**config.mk**
```make
export PLATFORM = sky130hd
export DESIGN_NAME = dmem_arbiter
export DESIGN_NICKNAME = d
export VERILOG_FILES = /design/src/rtl/dmem_arbiter.sv
export SDC_FILE = /design/constraint.sdc
export NUM_CORES = 1
export LEC_CHECK = 0
export CORE_MARGIN = 8
export CORE_UTILIZATION = 18
export CTS_CLUSTER_DIAMETER = 150
export DETAILED_ROUTE_END_ITERATION = 10
export PLACE_DENSITY = 0.85
export SYNTH_ARGS = -nofsm -noshare
export SYNTH_HDL_FRONTEND = slang
export SYNTH_SLANG_ARGS = --single-unit
```
**constraint.sdc**
```tcl
create_clock -name clk -period 1.15 [get_ports clk]
set_clock_uncertainty 0.2 [all_clocks]
set_input_delay 0.23 -clock clk [delete_from_list [all_inputs] [get_ports clk]]
set_output_delay 0.23 -clock clk [all_outputs]
set_load 0.01 [all_outputs]
```
**src/rtl/dmem_arbiter.sv**
```systemverilog
// ---------------------------------------------------------------------------
// dmem_arbiter
//
// Shares the single-port data memory (synchronous read, one-cycle latency)
// between the processor load/store path (CPU port) and the debug/loader
// port (DBG port). The CPU has priority. The CPU is stalled on any cycle
// where it requests but is not granted.
//
// Optional feature macro: DMEM_ARB_STARVE_EN
//   defined   : a DBG request denied STARVE_MAX cycles in a row is forced a
//               grant over the CPU on the next cycle.
//   undefined : strict CPU priority. No starvation counter is built.
//
// Parameters
//   ADDR_W      word address width
//   DATA_W      data width
//   STARVE_MAX  consecutive denied DBG cycles before a forced grant (1..15)
//
// Ports
//   clk                       clock, rising edge
//   rst                       synchronous reset, active low (0 = reset)
//   cpu_req/we/addr/wdata     CPU request, held until cpu_gnt
//   cpu_gnt                   combinational grant for this cycle
//   cpu_stall                 cpu_req & ~cpu_gnt
//   cpu_rvalid/rdata          load return, one cycle after a load grant
//   dbg_*                     same as the CPU port, without a stall output
//   mem_en/we/addr/wdata      memory strobe and muxed request, 0 when idle
//   mem_rdata                 memory read data, valid the cycle after a read
// ---------------------------------------------------------------------------
module dmem_arbiter #(
  parameter int ADDR_W     = 10,
  parameter int DATA_W     = 32,
  parameter int STARVE_MAX = 4
) (
  input  logic              clk,
  input  logic              rst,

  input  logic              cpu_req,
  input  logic              cpu_we,
  input  logic [ADDR_W-1:0] cpu_addr,
  input  logic [DATA_W-1:0] cpu_wdata,
  output logic              cpu_gnt,
  output logic              cpu_stall,
  output logic              cpu_rvalid,
  output logic [DATA_W-1:0] cpu_rdata,

  input  logic              dbg_req,
  input  logic              dbg_we,
  input  logic [ADDR_W-1:0] dbg_addr,
  input  logic [DATA_W-1:0] dbg_wdata,
  output logic              dbg_gnt,
  output logic              dbg_rvalid,
  output logic [DATA_W-1:0] dbg_rdata,

  output logic              mem_en,
  output logic              mem_we,
  output logic [ADDR_W-1:0] mem_addr,
  output logic [DATA_W-1:0] mem_wdata,
  input  logic [DATA_W-1:0] mem_rdata
);

  // The starvation counter is 4 bits wide, so the limit must fit in 1..15.
  if ((STARVE_MAX < 1) || (STARVE_MAX > 15)) begin : g_bad_starve_max
    $error("dmem_arbiter: STARVE_MAX must be in the range 1..15");
  end

  // Owner of the load whose data the memory returns this cycle.
  typedef enum logic [1:0] {
    RD_NONE = 2'd0,
    RD_CPU  = 2'd1,
    RD_DBG  = 2'd2
  } rd_state_e;

  rd_state_e rd_state_q, rd_state_d;

  // Set when DBG has waited long enough to take the memory from the CPU.
  logic force_dbg;

`ifdef DMEM_ARB_STARVE_EN
  localparam logic [3:0] STARVE_LIMIT = 4'(STARVE_MAX);

  logic [3:0] starve_cnt_q, starve_cnt_d;

  assign force_dbg = dbg_req && (starve_cnt_q == STARVE_LIMIT);

  // Counts consecutive denied DBG cycles. A grant or a dropped request
  // restarts the count, and it saturates at the limit.
  always_comb begin
    starve_cnt_d = starve_cnt_q;
    if (!dbg_req || dbg_gnt) begin
      starve_cnt_d = 4'd0;
    end else if (starve_cnt_q < STARVE_LIMIT) begin
      starve_cnt_d = starve_cnt_q + 4'd1;
    end
  end

  always_ff @(posedge clk) begin
    if (!rst) begin
      starve_cnt_q <= 4'd0;
    end else begin
      starve_cnt_q <= starve_cnt_d;
    end
  end
`else
  assign force_dbg = 1'b0;
`endif

  // Grants are gated by reset so that no memory access can start while the
  // block is being reset.
  always_comb begin
    cpu_gnt = 1'b0;
    dbg_gnt = 1'b0;
    if (rst) begin
      if (force_dbg) begin
        dbg_gnt = 1'b1;
      end else if (cpu_req) begin
        cpu_gnt = 1'b1;
      end else if (dbg_req) begin
        dbg_gnt = 1'b1;
      end
    end
  end

  assign cpu_stall = cpu_req & ~cpu_gnt;

  // The memory request is driven only by the winner. Otherwise it is all
  // zero, so the memory never sees stale addresses or data.
  always_comb begin
    mem_en    = 1'b0;
    mem_we    = 1'b0;
    mem_addr  = '0;
    mem_wdata = '0;
    if (cpu_gnt) begin
      mem_en    = 1'b1;
      mem_we    = cpu_we;
      mem_addr  = cpu_addr;
      mem_wdata = cpu_wdata;
    end else if (dbg_gnt) begin
      mem_en    = 1'b1;
      mem_we    = dbg_we;
      mem_addr  = dbg_addr;
      mem_wdata = dbg_wdata;
    end
  end

  // Read-return FSM, state register.
  always_ff @(posedge clk) begin
    if (!rst) begin
      rd_state_q <= RD_NONE;
    end else begin
      rd_state_q <= rd_state_d;
    end
  end

  // Read-return FSM, next state. Ownership lasts exactly one cycle. Every
  // cycle the state is rebuilt from this cycle's grant alone.
  always_comb begin
    rd_state_d = RD_NONE;
    if (cpu_gnt && !cpu_we) begin
      rd_state_d = RD_CPU;
    end else if (dbg_gnt && !dbg_we) begin
      rd_state_d = RD_DBG;
    end
  end

  // Read-return FSM, outputs. Return data is also gated by rst. This keeps a
  // load granted just before reset from surfacing while reset is held.
  always_comb begin
    cpu_rvalid = 1'b0;
    cpu_rdata  = '0;
    dbg_rvalid = 1'b0;
    dbg_rdata  = '0;
    if (rst) begin
      case (rd_state_q)
        RD_CPU: begin
          cpu_rvalid = 1'b1;
          cpu_rdata  = mem_rdata;
        end
        RD_DBG: begin
          dbg_rvalid = 1'b1;
          dbg_rdata  = mem_rdata;
        end
        default: begin
          cpu_rvalid = 1'b0;
          dbg_rvalid = 1'b0;
        end
      endcase
    end
  end

endmodule

```
Yosys cells after proc, flatten, opt, wreduce, memory -nomap -nowiden. Cells that the tools add are included.

Memories kept: 0. Latch bits: 0. Input bits: 122. Register bits: 2. ROM bits: 0. Memory bits (writable): 0. Word-level logic and storage cells: 35.

Reductions and logical operators: 5. Multiplexer cells: 23. Shift operators: 0. Equality and inequality tests: 2. Multiply operators: 0. Divide/modulo/power cells: 0. Magnitude comparators: 0. Bitwise logic cells: 3. $add $sub $neg: 0.

Operators with widths (count): $mux W32 (6); $mux W10 (2); $mux W1 (14); $eq A2 B1 Y1 const B (1); $eq A2 B2 Y1 const B (1); $logic_and A1 B1 Y1 (2); $logic_not A1 Y1 (2); $mux W2 (1); $not A1 Y1 (2); $reduce_or A2 Y1 (1); $and A1 B1 Y1 (1).

Logic depth before layout (Yosys ltp).
Depth in word-level cells: 6. Mapped depth: 4. Mapped depth without buffers: 2.

Worst setup path after synthesis. No wires, ideal clock.

Path type: flip-flop to output port. From: register rd_state_q[0]. To: output port dbg_rdata[21]. Cell stages (with the launch flop): 4. Setup slack: -196 ps. Arrival time: 916 ps. Path buffers: 1. Path through: dfxtp_1 and3b_1 buf_2 and2_1.

Cells in the longest elaborated chain, start to end: 3.

RTL lines: from (decl) (RTL line 74) `rd_state_e rd_state_q, rd_state_d;`; from (signal assigned) (RTL line 151) `rd_state_q <= rd_state_d;`; $eq A2 B2 Y1 (RTL line 174) `case (rd_state_q)`; $mux W32 (RTL line 174); $mux W32 (RTL line 173) `if (rst) begin`; to (decl) (RTL line 53) `output logic [DATA_W-1:0] dbg_rdata,`.

Every way passes these cells.

Worst setup path after layout.
From: register rd_state_q[0]. To: output port dbg_rdata[0].

Same word-level chain as after synthesis.

==> metrics.md <==
| Metric | Value |
|---|---|
| Outcome | finished, violations left |
| Failing checks | negative setup slack |
| Metal2 WL | 5.51 mm |
| WL final | 10.0 mm |
| Most frequent CP cell | buf_6 |
| Fmax | 583 MHz |
| PortBufs | 234 |
| Syn avg cell area | 8.51 um^2 |
| Syn_nets | 263 |
| Warnings from Yosys | 0 |
| GRT Util Overall | 19.3% |
| Arrival time worst endpoint | 1.29 ns |
| Largest net degree at the start of global routing | 29 |
| Hpwl dp | 7.54 mm |
| Fin crit share | 149% |
| Violation count after the first detailed-routing iteration | 42 |
| DRT Pass-1 Iters | 4 |
| Compound-Gate Fraction of Synth Area | 40.7% |
| Die Height | 97.6 um |
| Type of origin of the critical path | flop |
| Area Growth Syn to Fin | 278% |
| Final TNS setup | -53.33 ns |
| Worst setup margin | -0.566 ns |
| Fillers | 492 |
| Cells after synthesis | 141 |
| Vias | 2250 |
| Pleak | 2.21 nW |
| Worst-Margin Slew | 0.180 ns |
| Internal power | 0.00119 W |
| Slowest cell on crit path | dfxtp_2 |
| RSZ-0062 raised after global routing | yes |
| Psw | 0.000463 W |
| Most frequent cells in the layout | buf_6, clkdlybuf4s50_1, and2_4, a32o_2, buf_16 |
| # nets final | 520 |
| Number of remaining DRC errors | 0 |
| Crit path buf inv count | 3 |
| Final Slew Violations | 0 |
| CP delay by family, top | simple AND/OR/NAND/NOR gates |
| Vias per inst | 4.76 |
| Routed Antenna Nets | 0 |
| Inserted Diodes | 0 |
| Die X | 97.6 um |
| Initial antenna violation count | 0 |
| Vias in the first global route | 2581 |
| Largest family of logic cells by synthesized area | compound AO/OA/AOI/OAI gates |
| Max stage delay on crit path | 0.33 ns |
| Met1 WL | 3.35 mm |
| Number of flip-flops under the largest register name | 2 |
| #FFs+latches synth | 2 |
| Peak VDD IR | 0.000308 V |
| Mapped cell area | 0.00120 mm^2 |
| Biggest register | rd_state_q |
| Maxcap violations | 0 |
| Final min period | 1.72 ns |
| Final setup violation count | 112 |
| XOR/XNOR Fraction of Synth Area | 0% |
| Post-synthesis simple-gate area fraction | 39.4% |
| Root Driver | clkbuf_8 |
| Clock slew at reported path FFs | 0.03 ns |
| I/O Pins | 235 |
| Hold Path Class | input pin to flop |
| PD cells | 365 mW/mm^2 |
| Worst path required time | 0.72 ns |
| Die Area | 0.00953 mm^2 |
| Htree depth | 1 |
| Fin. Hold Viols | 0 |
| Distinct cell type count after synthesis | 19 |
| CTS hold repair buffers | 0 |
| Starting Density | 18.8% |
| Post-DR wirelength/cell | 21.2 um |
| CTS tree | done |
| Sink Count | 2 |
| CP Class | flop to output port |
| Setup crit end kind | output port |
| Row count | 29 |
| Max clock buf depth | 2 |
| Total CTS buffers | 3 |
| Sequential share of the synthesized area | 3.34% |
| Post-placement setup slack | -1.26 ns |
| Clk pwr share | 16.2% |
| Crit path max fanout | 8 |
| Top sig layer | met4 |
| Grt ovf | 0 |
| Core Region | 0.00639 mm^2 |
| Synth Area in Adders | 0% |
| Worst rel slew slack | 88.0% |
| Mux cell area share after synthesis | 0% |
| GP Congestion | 0.697 |
| Reg power frac | 4.5% |
| Share of layout cells above drive strength 1 | 69.4% |
| Sw Share | 27.9% |
| Gate power share | 79.3% |
| Commonest non-fill, non-tap cell in the layout | buf_6 |
| Crit path cell chain | and3b_2, buf_6, buf_12, and2_4, buf_6 |
| Largest registers | rd_state_q x2 |
| Routed wire length on met3 | 1.08 mm |
| First-pass GRT wire length | 15.0 mm |
==> routing by layer <==
metal  track usage (%)  up-vias
li1                  -     1058
met1              17.8     1030
met2              38.7      154
met3              7.75        8
met4              2.68        0
met5                 0        -
==> power groups by stage <==
stage / clock network (W) / registers [W] / logic [W]
2_1_floorplan: 0 / 0.0000744 / 0.000368
4_1_cts: 0.000274 / 0.0000742 / 0.00126
6_report: 0.000268 / 0.0000745 / 0.00131
3_3_place_gp: 0 / 0.0000746 / 0.00108
5_1_grt: 0.000286 / 0.0000747 / 0.00138
3_5_place_dp: 0 / 0.0000747 / 0.00109
==> path summary, 6_finish.rpt <==
kind,start,end,slack [ns],cells after the start
max,rd_state_q[0],dbg_rdata[0],-0.57,5
min,cpu_req,rd_state_q[1],0.09,3
==> per-stage QoR <==
stage                     power, W  hold slack [ns]  utilization, %  cell area (um^2)  std cells
after floorplan           0.000442            0.107               -              1420        141
after global placement     0.00115            0.633            59.4              3800        446
after detailed placement   0.00117            0.641            59.4              3800        446
after CTS                  0.00161           0.0967            68.1              4350        466
after global routing       0.00174            0.107            70.9              4530        473
final                      0.00166           0.0950            70.9              4530        473
==> cell type report <==
type	count	area, um^2	share of cell area (%)
well taps	77	96.3	2.13
multi-input cells	119	1170	25.9
repair buffers	272	3180	70.1
flip-flops and latches	2	42.5	0.939
clock buffers	3	41.3	0.911
==> synth_stat cells <==
master	n	area (um^2)
a32o_1	3	30.0
a32o_2	40	450
and2_1	63	394
and2b_1	1	7.51
and2b_2	1	8.76
and3b_1	2	17.5
buf_12	1	20.0
buf_2	4	20.0
buf_6	2	22.5
buf_8	7	105
clkbuf_1	3	11.3
clkbuf_2	4	20.0
dfxtp_1	2	40.0
nand2_1	2	7.51
nor2_1	1	3.75
nor2b_4	1	13.8
nor3_1	1	5.00
nor3b_1	2	15.0
o21a_1	1	7.51
==> cell families (layout without fill, tap and decap cells) <==
family / Yosys count / in the layout
buf+inv: 21 / 275
simple gates: 74 / 75
flops: 2 / 2
compound gates: 44 / 44
==> timing repair <==
item / CTS / global route
resized for setup: 612 / 33
cloned: 12 / 5
pin swaps: 6 / 4
buffers inserted: 6 / 6
setup endpoints to repair: 115 / 113
No activity file was read; power rests on OpenSTA's default activity.
